==> config.mk <==
export PLATFORM = sky130hd
export DESIGN_NAME = mem_bus_bridge_flat
export DESIGN_NICKNAME = d
export VERILOG_FILES = /design/src/rtl/mem_bus_bridge_if.sv /design/src/rtl/mem_bus_bridge.sv /design/src/flat_wrapper.sv
export SDC_FILE = /design/constraint.sdc
export NUM_CORES = 1
export LEC_CHECK = 0
export CAP_MARGIN = 15
export CORE_ASPECT_RATIO = 1.5
export CORE_MARGIN = 4
export CORE_UTILIZATION = 35
export DETAILED_ROUTE_END_ITERATION = 16
export PLACE_DENSITY = 0.76
export SYNTH_ARGS = -nofsm -noshare
export SYNTH_HDL_FRONTEND = slang
export SYNTH_SLANG_ARGS = --single-unit
==> constraint.sdc <==
create_clock -name clk -period 5.75 [get_ports clk]
set_input_delay 1.15 -clock clk [delete_from_list [all_inputs] [get_ports clk]]
set_output_delay 1.15 -clock clk [all_outputs]
set_load 0.005 [all_outputs]
==> src/rtl/mem_bus_bridge_if.sv <==
// mem_bus_bridge_if: CPU memory-port strobes, Avalon-MM master signals and error controls of the bridge.
interface mem_bus_bridge_if;
  logic [15:0] i_cpu_addr;
  logic        i_cpu_rd;
  logic        i_cpu_wr;
  logic [15:0] i_cpu_wrdata;
  logic [15:0] o_cpu_rddata;
  logic        o_cpu_rddata_valid;
  logic        o_cpu_wr_done;
  logic        o_cpu_busy;
  logic [15:0] o_avm_address;
  logic        o_avm_read;
  logic        o_avm_write;
  logic [15:0] o_avm_writedata;
  logic [15:0] i_avm_readdata;
  logic        i_avm_waitrequest;
  logic        i_avm_readdatavalid;
  logic        i_err_clr;
  logic [2:0]  o_err;
  modport slave (
    input  i_cpu_addr, i_cpu_rd, i_cpu_wr, i_cpu_wrdata,
    input  i_avm_readdata, i_avm_waitrequest, i_avm_readdatavalid, i_err_clr,
    output o_cpu_rddata, o_cpu_rddata_valid, o_cpu_wr_done, o_cpu_busy,
    output o_avm_address, o_avm_read, o_avm_write, o_avm_writedata, o_err
  );
  modport master (
    output i_cpu_addr, i_cpu_rd, i_cpu_wr, i_cpu_wrdata,
    output i_avm_readdata, i_avm_waitrequest, i_avm_readdatavalid, i_err_clr,
    input  o_cpu_rddata, o_cpu_rddata_valid, o_cpu_wr_done, o_cpu_busy,
    input  o_avm_address, o_avm_read, o_avm_write, o_avm_writedata, o_err
  );
endinterface

==> src/rtl/mem_bus_bridge.sv <==
// mem_bus_bridge: turns single-cycle CPU rd/wr strobes into held Avalon-MM pipelined requests,
// with read-data return, busy stall, per-phase timeout and sticky error flags.
module mem_bus_bridge #(
  parameter int TIMEOUT = 256,
  parameter int CNT_W   = 9
) (
  input logic            clk,
  input logic            reset,
  mem_bus_bridge_if.slave bus
);
  typedef enum logic [2:0] {IDLE, RD_REQ, RD_WAIT, WR_REQ, RESP} state_t;
  localparam logic [CNT_W-1:0] TMAX = CNT_W'(TIMEOUT - 1);
  state_t           state_q, state_d;
  logic [15:0]      addr_q, addr_d, wdata_q, wdata_d, rddata_q, rddata_d;
  logic [CNT_W-1:0] cnt_q, cnt_d;
  logic [2:0]       err_q, err_d, err_set;
  logic             is_rd_q, is_rd_d, mis_wr_q, mis_wr_d, tmo, strobe;
  assign strobe = bus.i_cpu_rd | bus.i_cpu_wr;
  assign tmo    = (TIMEOUT != 0) && (cnt_q == TMAX);
  always_comb begin
    state_d  = state_q;
    addr_d   = addr_q;
    wdata_d  = wdata_q;
    rddata_d = rddata_q;
    is_rd_d  = is_rd_q;
    mis_wr_d = 1'b0;
    err_set  = '0;
    case (state_q)
      IDLE:
        if (bus.i_cpu_rd && bus.i_cpu_wr) err_set[1] = 1'b1;
        else if (strobe && bus.i_cpu_addr[0]) begin
          err_set[0] = 1'b1;
          mis_wr_d   = bus.i_cpu_wr;
        end else if (strobe) begin
          addr_d  = bus.i_cpu_addr;
          wdata_d = bus.i_cpu_wr ? bus.i_cpu_wrdata : wdata_q;
          is_rd_d = bus.i_cpu_rd;
          state_d = bus.i_cpu_rd ? RD_REQ : WR_REQ;
        end
      RD_REQ:
        if (!bus.i_avm_waitrequest) state_d = RD_WAIT;
        else if (tmo) begin
          state_d    = RESP;
          rddata_d   = '0;
          err_set[2] = 1'b1;
        end
      RD_WAIT:
        if (bus.i_avm_readdatavalid) begin
          state_d  = RESP;
          rddata_d = bus.i_avm_readdata;
        end else if (tmo) begin
          state_d    = RESP;
          rddata_d   = '0;
          err_set[2] = 1'b1;
        end
      WR_REQ:
        if (!bus.i_avm_waitrequest) state_d = RESP;
        else if (tmo) begin
          state_d    = RESP;
          err_set[2] = 1'b1;
        end
      RESP:    state_d = IDLE;
      default: state_d = IDLE;
    endcase
    if (state_q != IDLE && strobe) err_set[1] = 1'b1;
    err_d = (bus.i_err_clr ? 3'b000 : err_q) | err_set;
    // counter restarts on every state entry, so each bus phase gets its own budget
    cnt_d = (state_d == state_q && state_q != IDLE) ? cnt_q + 1'b1 : '0;
  end
  always_ff @(posedge clk or negedge reset)
    if (!reset) begin
      state_q  <= IDLE;
      addr_q   <= '0;
      wdata_q  <= '0;
      rddata_q <= '0;
      cnt_q    <= '0;
      err_q    <= '0;
      is_rd_q  <= 1'b0;
      mis_wr_q <= 1'b0;
    end else begin
      state_q  <= state_d;
      addr_q   <= addr_d;
      wdata_q  <= wdata_d;
      rddata_q <= rddata_d;
      cnt_q    <= cnt_d;
      err_q    <= err_d;
      is_rd_q  <= is_rd_d;
      mis_wr_q <= mis_wr_d;
    end
  assign bus.o_cpu_rddata       = rddata_q;
  assign bus.o_cpu_rddata_valid = state_q == RESP && is_rd_q;
  assign bus.o_cpu_wr_done      = (state_q == RESP && !is_rd_q) || mis_wr_q;
  assign bus.o_cpu_busy         = state_q != IDLE;
  assign bus.o_avm_address      = addr_q;
  assign bus.o_avm_read         = state_q == RD_REQ;
  assign bus.o_avm_write        = state_q == WR_REQ;
  assign bus.o_avm_writedata    = wdata_q;
  assign bus.o_err              = err_q;
endmodule

==> src/flat_wrapper.sv <==
// flat-port wrapper written by rule: the top's interface ports become plain ports
module mem_bus_bridge_flat 
#(
  parameter int TIMEOUT = 256,
  parameter int CNT_W   = 9
)
  (clk, reset, bus_i_cpu_addr, bus_i_cpu_rd, bus_i_cpu_wr, bus_i_cpu_wrdata, bus_i_avm_readdata, bus_i_avm_waitrequest, bus_i_avm_readdatavalid, bus_i_err_clr, bus_o_cpu_rddata, bus_o_cpu_rddata_valid, bus_o_cpu_wr_done, bus_o_cpu_busy, bus_o_avm_address, bus_o_avm_read, bus_o_avm_write, bus_o_avm_writedata, bus_o_err);
  mem_bus_bridge_if bus_i ();
  input logic clk;
  input logic reset;
  input wire logic [$bits(bus_i.i_cpu_addr)-1:0] bus_i_cpu_addr;
  input wire logic [$bits(bus_i.i_cpu_rd)-1:0] bus_i_cpu_rd;
  input wire logic [$bits(bus_i.i_cpu_wr)-1:0] bus_i_cpu_wr;
  input wire logic [$bits(bus_i.i_cpu_wrdata)-1:0] bus_i_cpu_wrdata;
  input wire logic [$bits(bus_i.i_avm_readdata)-1:0] bus_i_avm_readdata;
  input wire logic [$bits(bus_i.i_avm_waitrequest)-1:0] bus_i_avm_waitrequest;
  input wire logic [$bits(bus_i.i_avm_readdatavalid)-1:0] bus_i_avm_readdatavalid;
  input wire logic [$bits(bus_i.i_err_clr)-1:0] bus_i_err_clr;
  output wire logic [$bits(bus_i.o_cpu_rddata)-1:0] bus_o_cpu_rddata;
  output wire logic [$bits(bus_i.o_cpu_rddata_valid)-1:0] bus_o_cpu_rddata_valid;
  output wire logic [$bits(bus_i.o_cpu_wr_done)-1:0] bus_o_cpu_wr_done;
  output wire logic [$bits(bus_i.o_cpu_busy)-1:0] bus_o_cpu_busy;
  output wire logic [$bits(bus_i.o_avm_address)-1:0] bus_o_avm_address;
  output wire logic [$bits(bus_i.o_avm_read)-1:0] bus_o_avm_read;
  output wire logic [$bits(bus_i.o_avm_write)-1:0] bus_o_avm_write;
  output wire logic [$bits(bus_i.o_avm_writedata)-1:0] bus_o_avm_writedata;
  output wire logic [$bits(bus_i.o_err)-1:0] bus_o_err;
  assign bus_i.i_cpu_addr = bus_i_cpu_addr;
  assign bus_i.i_cpu_rd = bus_i_cpu_rd;
  assign bus_i.i_cpu_wr = bus_i_cpu_wr;
  assign bus_i.i_cpu_wrdata = bus_i_cpu_wrdata;
  assign bus_i.i_avm_readdata = bus_i_avm_readdata;
  assign bus_i.i_avm_waitrequest = bus_i_avm_waitrequest;
  assign bus_i.i_avm_readdatavalid = bus_i_avm_readdatavalid;
  assign bus_i.i_err_clr = bus_i_err_clr;
  assign bus_o_cpu_rddata = bus_i.o_cpu_rddata;
  assign bus_o_cpu_rddata_valid = bus_i.o_cpu_rddata_valid;
  assign bus_o_cpu_wr_done = bus_i.o_cpu_wr_done;
  assign bus_o_cpu_busy = bus_i.o_cpu_busy;
  assign bus_o_avm_address = bus_i.o_avm_address;
  assign bus_o_avm_read = bus_i.o_avm_read;
  assign bus_o_avm_write = bus_i.o_avm_write;
  assign bus_o_avm_writedata = bus_i.o_avm_writedata;
  assign bus_o_err = bus_i.o_err;
  mem_bus_bridge #(.TIMEOUT(TIMEOUT), .CNT_W(CNT_W)) u_core (.clk(clk), .reset(reset), .bus(bus_i));
endmodule
# Word level (Yosys, flattened, before mapping)
# Cells that the tools add are included.
dict set report totals {
  reg_bits 65
  wordCells 62
}
dict set report classes {
  n_addsub 1
  bitwise 4
  n_mux 27
  n_eq_ne 7
  reduce_logical 15
}
# cell n
set ops {}
lappend ops {{$mux 16} 3}
lappend ops {{$pmux 16 s2} 1}
lappend ops {{$mux 3} 8}
lappend ops {{$pmux 3 s4} 1}
lappend ops {{$mux 1} 10}
lappend ops {{$add 9x1->9 const B} 1}
lappend ops {{$eq 9x8->1 const B} 1}
lappend ops {{$mux 9} 1}
lappend ops {{$eq 3x2->1 const B} 2}
lappend ops {{$logic_and 1x1->1} 6}
lappend ops {{$reduce_and 5->1} 1}
lappend ops {{$mux 2} 2}
lappend ops {{$reduce_and 4->1} 1}
lappend ops {{$eq 3x1->1 const B} 1}
lappend ops {{$eq 3x3->1} 1}
lappend ops {{$eq 3x3->1 const B} 1}
lappend ops {{$logic_not 3->1} 1}
lappend ops {{$or 3x3->3} 1}
lappend ops {{$reduce_bool 3->1} 1}
lappend ops {{$ne 2x2->1 const B} 1}
lappend ops {{$not 1->1} 2}
lappend ops {{$pmux 1 s2} 1}
lappend ops {{$reduce_and 2->1} 1}
lappend ops {{$reduce_bool 2->1} 1}
lappend ops {{other kinds (4)} 4}

# Logic depth before layout (Yosys ltp)
# Gate-level depths: netlist (run 1).
dict set report depth {
  ltp_word 8
  mapped_depth 11
  mapped_depth_nobuf 9
}

# Worst setup path before layout (run 1)
# OpenSTA, ideal clock, no wires.
dict set report synth_timing {
  path_type {in2reg}
  from {input port bus_i_cpu_rd}
  to {register u_core.wdata_q[10] (netlist: u_core.bus.o_avm_writedata[10])}
  path_stages 4
  required_ns 5.625
  arrival_ns 2.237
  path_slack_ns 3.388
  cell_sequence {or4b_4 buf_6 buf_12 mux2_4}
}
dict set report synth_via {
  elab_chain_cells 4
  word_cells_on_any_way 6
  classes_between {bitwise (3); reduce/logical (3)}
}
# element line_no
set synth_lines {}
lappend synth_lines {{start: declaration} flat_wrapper.sv:12} ;# input wire logic [$bits(bus_i.i_cpu_rd)-1:0] bus_i_cpu_rd;
lappend synth_lines {{$or 1x1->1} mem_bus_bridge.sv:18} ;# assign strobe = bus.i_cpu_rd | bus.i_cpu_wr;
lappend synth_lines {{$logic_and 1x1->1} mem_bus_bridge.sv:31} ;# else if (strobe && bus.i_cpu_addr[0]) begin
lappend synth_lines {{$not 1->1 (no source line)} n/a}
lappend synth_lines {{$reduce_and 5->1 (no source line) (*)} n/a}
lappend synth_lines {{end signal: assignment} mem_bus_bridge.sv:83} ;# wdata_q <= wdata_d;
lappend synth_lines {{end: declaration} mem_bus_bridge.sv:14} ;# logic [15:0] addr_q, addr_d, wdata_q, wdata_d, rddata_q, rddata_d;
# Mark *: on every way between the ends. The rest lies on a longest branch, timed or not.
# A chain may end at the register's enable or synchronous reset.

# Worst setup path in the final report (run 1)
dict set report layout_timing {
  from {register u_core.state_q[2]}
  to {output port bus_o_cpu_busy}
}
dict set report layout_via {
  elab_chain_cells 1
}
# element line_no
set layout_lines {}
lappend layout_lines {{start: declaration} mem_bus_bridge.sv:13} ;# state_t state_q, state_d;
lappend layout_lines {{start signal: assignment} mem_bus_bridge.sv:81} ;# state_q <= state_d;
lappend layout_lines {{$reduce_bool 3->1} mem_bus_bridge.sv:93} ;# assign bus.o_cpu_busy = state_q != IDLE;
lappend layout_lines {{end: declaration} flat_wrapper.sv:22} ;# output wire logic [$bits(bus_i.o_cpu_busy)-1:0] bus_o_cpu_busy;
# Every way passes these cells.

==> results of run 1 <==
==> registers in the layout (all words and copies together) (netlist names) <==
name / count
u_core.bus.o_cpu_rddata: 16
u_core.state_q: 3
u_core.bus.o_avm_address: 16
u_core.bus.o_avm_writedata: 16
u_core.cnt_q: 9
u_core.bus.o_err: 3
u_core.mis_wr_q: 1
u_core.is_rd_q: 1
==> worst register-to-register path, cell delays in order (launching register included) <==
cell and delay, ns:
sky130_fd_sc_hd__dfrtp_1 0.39, sky130_fd_sc_hd__ha_1 0.23, sky130_fd_sc_hd__nand2_1 0.07, sky130_fd_sc_hd__nor2_1 0.14
sky130_fd_sc_hd__and3_1 0.18, sky130_fd_sc_hd__ha_1 0.20, sky130_fd_sc_hd__inv_1 0.09, sky130_fd_sc_hd__o32ai_1 0.29
sky130_fd_sc_hd__nand2b_1 0.40, sky130_fd_sc_hd__a22o_1 0.32
==> synth_stat cells, types with 2 or more instances <==
cell / instances / area, sq um
sky130_fd_sc_hd__o32ai_1: 2 / 17.5
sky130_fd_sc_hd__or3_1: 3 / 18.8
sky130_fd_sc_hd__mux2_2: 22 / 248
sky130_fd_sc_hd__a21oi_1: 2 / 10.0
sky130_fd_sc_hd__xor2_1: 2 / 17.5
sky130_fd_sc_hd__nand2_1: 4 / 15.0
sky130_fd_sc_hd__dfrtp_1: 65 / 1630
sky130_fd_sc_hd__buf_6: 2 / 22.5
sky130_fd_sc_hd__xnor2_1: 5 / 43.8
sky130_fd_sc_hd__ha_1: 2 / 25.0
sky130_fd_sc_hd__and3_1: 2 / 12.5
sky130_fd_sc_hd__inv_1: 7 / 26.3
sky130_fd_sc_hd__nor2_1: 14 / 52.6
sky130_fd_sc_hd__o21ai_0: 2 / 10.0
sky130_fd_sc_hd__buf_2: 3 / 15.0
sky130_fd_sc_hd__mux2_4: 8 / 120
sky130_fd_sc_hd__a22o_1: 16 / 140
sky130_fd_sc_hd__nand3_1: 3 / 15.0
sky130_fd_sc_hd__o22ai_1: 2 / 12.5
sky130_fd_sc_hd__clkbuf_1: 5 / 18.8
sky130_fd_sc_hd__nor3b_1: 4 / 30.0
==> power by group through the flow <==
stage	registers, mW	clock network (mW)	logic [mW]
6_report	0.761	0.336	0.743
5_1_grt	0.789	0.374	0.807
4_1_cts	0.761	0.351	0.760
3_5_place_dp	0.764	0	0.757
3_3_place_gp	0.763	0	0.743
2_1_floorplan	0.758	0	0.303
==> how the worst max path moves through the flow <==
| stage | endpoint | depth (start not counted) |
|---|---|---|
| final | bus_o_cpu_busy | 2 |
| after global routing | bus_o_cpu_busy | 2 |
| after CTS | bus_o_cpu_busy | 2 |
| after detailed placement | u_core.bus.o_avm_address[4] | 4 |
| after global placement | u_core.bus.o_avm_address[9] | 4 |
| after floorplan | u_core.bus.o_avm_writedata[10] | 4 |
==> metrics by stage <==
stage | worst slack [ns] | cell area, sq um | instances | hold slack (ns) | power [mW]
finish | 2.85 | 3960 | 406 | 0.482 | 1.84
global route | 2.76 | 3960 | 406 | 0.503 | 1.97
CTS | 2.83 | 3960 | 406 | 0.490 | 1.87
detailed placement | 2.71 | 3790 | 390 | 0.471 | 1.52
global placement | 2.76 | 3790 | 390 | 0.470 | 1.51
floorplan | 3.39 | 2630 | 190 | 0.455 | 1.06
==> cell families after synthesis <==
family | Yosys count | share of synthesized area
adder cells (fa/ha/maj) | 2 | 0.00951
multiplexers | 31 | 0.144
buffers and inverters | 18 | 0.0390
AND/OR/NAND/NOR | 37 | 0.0761
flip-flops | 65 | 0.618
AO/OA/AOI/OAI | 30 | 0.0894
XOR/XNOR | 7 | 0.0233
==> metal layers <==
layer | track usage | up-vias | wire [um]
met5 | 0 | - | 0
met4 | 0.0560 | 0 | 76
met3 | 0.0520 | 9 | 445
met2 | 0.223 | 65 | 3020
met1 | 0.169 | 919 | 2430
li1 | - | 889 | -
==> layout make-up <==
cell class / count / area (sq um)
Fill cell: 621 / 3310
Sequential cell: 65 / 1630
Timing Repair Buffer: 111 / 1100
Multi-Input combinational cell: 107 / 906
Clock buffer: 13 / 159
Tap cell: 100 / 125
Inverter: 7 / 26.3
Clock inverter: 3 / 15.0
==> impl_metrics.json, run 1 <==
{
  "mostFrequentLayoutCell": "sky130_fd_sc_hd__clkdlybuf4s50_1",
  "finalCoreUtilization": 0.545,
  "seq_area_frac_synth": 0.618,
  "grt_overflow_total": 0,
  "seqPwrFrac": 0.413,
  "cts_sinks": 65,
  "status": "complete, no violations",
  "per_cell_routed_wire_length_um": 14.7,
  "synth_enable_flop_cells": 0,
  "ir_worst_vdd_mv": 0.198,
  "ant_nets": 0,
  "power.internal_mw": 1.34,
  "post_synth_inst_count": 190,
  "timing.critical_path.slowest_stage_cell": "sky130_fd_sc_hd__dfrtp_1",
  "rr_endpoint": "u_core.bus.o_cpu_rddata[6]",
  "worstHoldPathCells": 1,
  "worst_setup_path_start_kind": "register",
  "cpPeakStageDelay_ns": 0.51,
  "clock_insertion_delay_worst_skew_ns": 0.32,
  "die_width_um": 78.8,
  "area.growth.synth_to_final_pct": 50.6,
  "fin_tns_setup_ns": 0,
  "grt_pass1_wl_um": 9690,
  "crit_fanout": 13,
  "placeableCoreArea_sq_mm": 0.00727,
  "most-common-layout-cells": "sky130_fd_sc_hd__clkdlybuf4s50_1 (109), sky130_fd_sc_hd__dfrtp_1 (65), sky130_fd_sc_hd__mux2_2 (22)",
  "maxSlewViolCount": 0,
  "initialDrtViolationCount": 113,
  "period_needed_ns": 2.90,
  "power.share.clock": 0.183,
  "h-tree-depth": 3,
  "synth-main-ff-cell": "sky130_fd_sc_hd__dfrtp_1",
  "routability_congestion_estimate": 0.719,
  "powerDensity_mw_per_mm2": 465,
  "post-cts-setup-buffers": 0,
  "globalRouteTotalUtil": 0.139,
  "ff2ff_setup_slack_ns": 3.32,
  "start_util": 0.362,
  "post_cts_hold_buffer_count": 0,
  "timing.critical_path.buf_inv": 1,
  "grt_pass1_vias": 1989,
  "max-clock-path-buffers": 2,
  "drtPass1Iterations": 4,
  "slew_headroom": 0.350,
  "die_area_sq_mm": 0.00899,
  "layout.nets": 358,
  "cp.required_ns": 4.60,
  "dp.final_hpwl_um": 4270,
  "numPortBuffers": 110,
  "clock_slew_at_reported_path_ffs_ns": 0.06,
  "static-leakage-power_nw": 1.72,
  "r2r_start": "u_core.cnt_q[0]",
  "drcViolationCount": 0,
  "n_antenna_cell": 0,
  "timing.clock.skew_ns": 0.00804,
  "power.switching_fraction": 0.273,
  "count_of_maximum_capacitance_violations": 0,
  "rows": 38,
  "actual_transition_at_the_worst_max_transition_pin_ns": 0.970,
  "timing.final.setup_violations": 0,
  "ff2ff_path_depth": 9,
  "largest_net_degree_at_the_start_of_global_routing": 66,
  "timing.fmax_mhz": 345,
  "crit_chain": "or3_1, clkdlybuf4s50_1",
  "cp_delay_by_family_top": "flip-flops",
  "cts-root-buf": "sky130_fd_sc_hd__clkbuf_8",
  "synthArstFlopShare": 1.00,
  "timing.hold.worst.class": "reg -> reg",
  "synth_cell_type_count": 36,
  "ctsResizeCount": 0,
  "detail_route.wirelength_um": 5970,
  "drive_above_1_share": 0.163,
  "worst-endpoint-arrival_ns": 1.75,
  "fp.dieH_um": 114,
  "grt_antenna_before_repair": 0,
  "power.share.combinational": 0.404,
  "unrepaired_setup_endpoints_after_global_routing": "false",
  "number_of_failing_hold_endpoints_at_the_final_stage": 0,
  "min_from": "u_core.bus.o_avm_address[0]",
  "net_count_after_synthesis": 247,
  "crit_path_start": "u_core.state_q[2]",
  "via_count": 1882,
  "num_io_pins": 111,
  "crit_path_end_kind": "output pin",
  "tritoncts_clock_tree": "done",
  "switching_power_uw": 503,
  "post_drt_via_cell_ratio": 4.64,
  "critical_setup_path_class": "reg -> out",
  "tritoncts.num_buffers": 9,
  "synthesis.area_per_instance_sq_um": 13.8,
  "post-route-period-util": 0.504,
  "holdPathEnd": "u_core.bus.o_avm_address[0]",
  "ys_ff_latch": 65,
  "yosysWarnings": 0,
  "mappedNetlistArea_sq_mm": 0.00263
}
Note: power is estimated with default switching activity, not from simulation.
==> run 2: changes to the inputs <==
==> constraint.sdc (replaced) <==
create_clock -name clk -period 3 [get_ports clk]
set_input_delay 0.6 -clock clk [delete_from_list [all_inputs] [get_ports clk]]
set_output_delay 0.6 -clock clk [all_outputs]
set_load 0.005 [all_outputs]
==> run 2 against run 1 <==
Clock power increased by 130%. Highest routed layer unchanged. Combinational power grew 92%. Global-route usage fell by 0.17 points.
==> impl_metrics.json, run 2 (synthesized netlist as in run 1, its figures left out) <==
{
  "status": "complete, no violations",
  "start_util": 0.362,
  "grt_pass1_vias": 2027,
  "ff2ff_setup_slack_ns": 0.58,
  "ant_nets": 0,
  "crit_path_start": "u_core.cnt_q[0]",
  "layout.nets": 359,
  "h-tree-depth": 3,
  "numPortBuffers": 110,
  "groute.layer.met2.usage": 0.231,
  "drtPass1Iterations": 4,
  "cts-root-buf": "sky130_fd_sc_hd__clkbuf_8",
  "ctsResizeCount": 0,
  "largest_net_degree_at_the_start_of_global_routing": 36,
  "timing.clock.skew_ns": 0.00644,
  "dp.final_hpwl_um": 4490,
  "count_of_maximum_capacitance_violations": 0,
  "tritoncts.num_buffers": 9,
  "number_of_failing_hold_endpoints_at_the_final_stage": 0,
  "globalRouteTotalUtil": 0.138,
  "mostFrequentLayoutCell": "sky130_fd_sc_hd__clkdlybuf4s50_1",
  "post-cts-setup-buffers": 0,
  "post_drt_via_cell_ratio": 4.65,
  "final.hold.worst_slack_ns": 0.0944,
  "post-route-period-util": 0.806,
  "worst_setup_path_start_kind": "register",
  "grt_pass1_wl_um": 9600,
  "max-clock-path-buffers": 2,
  "worst_setup_path_endpoint": "u_core.bus.o_cpu_rddata[11]",
  "per_cell_routed_wire_length_um": 14.8,
  "period_needed_ns": 2.42,
  "grt-busiest-layer": "met2",
  "timing.hold.worst.class": "in -> async",
  "clock_insertion_delay_worst_skew_ns": 0.33,
  "timing.final.setup_violations": 0,
  "die_area_sq_mm": 0.00899,
  "slew_headroom": 0.315,
  "finalPower_mw": 3.67,
  "clock_slew_at_reported_path_ffs_ns": 0.07,
  "post_cts_hold_buffer_count": 0,
  "rows": 38,
  "ir_worst_vdd_mv": 0.515,
  "initialDrtViolationCount": 78,
  "critical_setup_path_class": "reg -> reg",
  "die_width_um": 78.8,
  "rr_endpoint": "u_core.bus.o_cpu_rddata[11]",
  "fin_tns_setup_ns": 0,
  "placeableCoreArea_sq_mm": 0.00727,
  "maxSlewViolCount": 0,
  "grt_antenna_before_repair": 0,
  "detail_route.wirelength_um": 6010,
  "crit_path_end_kind": "register",
  "globalRouteMet1Util": 0.156,
  "num_io_pins": 111,
  "powerDensity_mw_per_mm2": 917,
  "cp.required_ns": 3.22,
  "unrepaired_setup_endpoints_after_global_routing": "false",
  "most-common-layout-cells": "sky130_fd_sc_hd__clkdlybuf4s50_1 (109), sky130_fd_sc_hd__dfrtp_1 (65), sky130_fd_sc_hd__mux2_2 (22)",
  "r2r_start": "u_core.cnt_q[0]",
  "tritoncts_clock_tree": "done",
  "static-leakage-power_nw": 1.73,
  "finalCoreUtilization": 0.550,
  "fp.dieH_um": 114,
  "via_count": 1888,
  "drcViolationCount": 0,
  "routability_congestion_estimate": 0.737,
  "n_antenna_cell": 0,
  "final.fill_count": 638,
  "worst-endpoint-arrival_ns": 2.64,
  "grtUsageMet3": 0.0520,
  "grt_overflow_total": 0,
  "area.growth.synth_to_final_pct": 52.2,
  "crit_fanout": 16,
  "actual_transition_at_the_worst_max_transition_pin_ns": 1.02,
  "drive_above_1_share": 0.167,
  "ff2ff_path_depth": 9,
  "cts_sinks": 65,
  "timing.fmax_mhz": 413
}
-- run 2: changes by cell type in the layout (fill, tap and decap cells not counted), sizes merged --
cell / previous run / this run
clkbuf: 13 / 10
bufinv: 0 / 2
buf: 2 / 3
clkinv: 3 / 2
clkinvlp: 0 / 1
-- run 2: worst min-delay path by stage --
stage / start / to / slack [ns] / cells past startpoint
2_1_floorplan: reset / u_core.bus.o_avm_address[0] / 0.30 / 0
3_3_place_gp: reset / u_core.bus.o_cpu_rddata[12] / 0.44 / 1
3_5_place_dp: reset / u_core.bus.o_cpu_rddata[12] / 0.45 / 1
4_1_cts: reset / u_core.bus.o_cpu_rddata[12] / 0.08 / 1
5_1_grt: reset / u_core.bus.o_cpu_rddata[12] / 0.09 / 1
6_report: reset / u_core.bus.o_cpu_rddata[12] / 0.09 / 1
-- run 2: cell type report --
| cell class | instances | area (sq um) | area share |
|---|---|---|---|
| clock buffer | 10 | 128 | 0.0319 |
| clock inverter | 5 | 81.3 | 0.0203 |
| inverter | 7 | 26.3 | 0.00656 |
| multi-input combinational | 107 | 906 | 0.226 |
| sequential | 65 | 1630 | 0.406 |
| tap | 100 | 125 | 0.0313 |
| timing repair buffer | 112 | 1110 | 0.278 |
-- run 2: layer usage --
| metal | vias to the layer above | routed length [um] |
|---|---|---|
| met5 | - | 0 |
| li1 | 890 | - |
| met4 | 0 | 59 |
| met2 | 64 | 3120 |
| met3 | 6 | 472 |
| met1 | 928 | 2350 |
-- run 2: worst max-delay path, stage by stage (launching register included) --
cell,delay (ns)
sky130_fd_sc_hd__dfrtp_1,0.40
sky130_fd_sc_hd__ha_1,0.23
sky130_fd_sc_hd__nand2_1,0.06
sky130_fd_sc_hd__nor2_1,0.16
sky130_fd_sc_hd__and3_1,0.18
sky130_fd_sc_hd__ha_1,0.20
sky130_fd_sc_hd__inv_1,0.10
sky130_fd_sc_hd__o32ai_1,0.28
sky130_fd_sc_hd__nand2b_1,0.40
sky130_fd_sc_hd__a22o_1,0.32
-- run 2: where the power goes --
group          internal [mW]  switching [mW]  leakage (nW)  total (mW)
clock network          0.463           0.324         0.102       0.788
registers               1.23           0.222         0.811        1.45
logic                  0.990           0.439         0.817        1.43
-- run 2: metrics by stage --
stage | instance area, sq um | worst slack, ns | cells
after floorplan | 2630 | 0.860 | 190
after global placement | 3790 | 0.563 | 391
after detailed placement | 3790 | 0.510 | 391
after CTS | 4000 | 0.587 | 406
after global routing | 4000 | 0.335 | 406
final | 4000 | 0.581 | 406
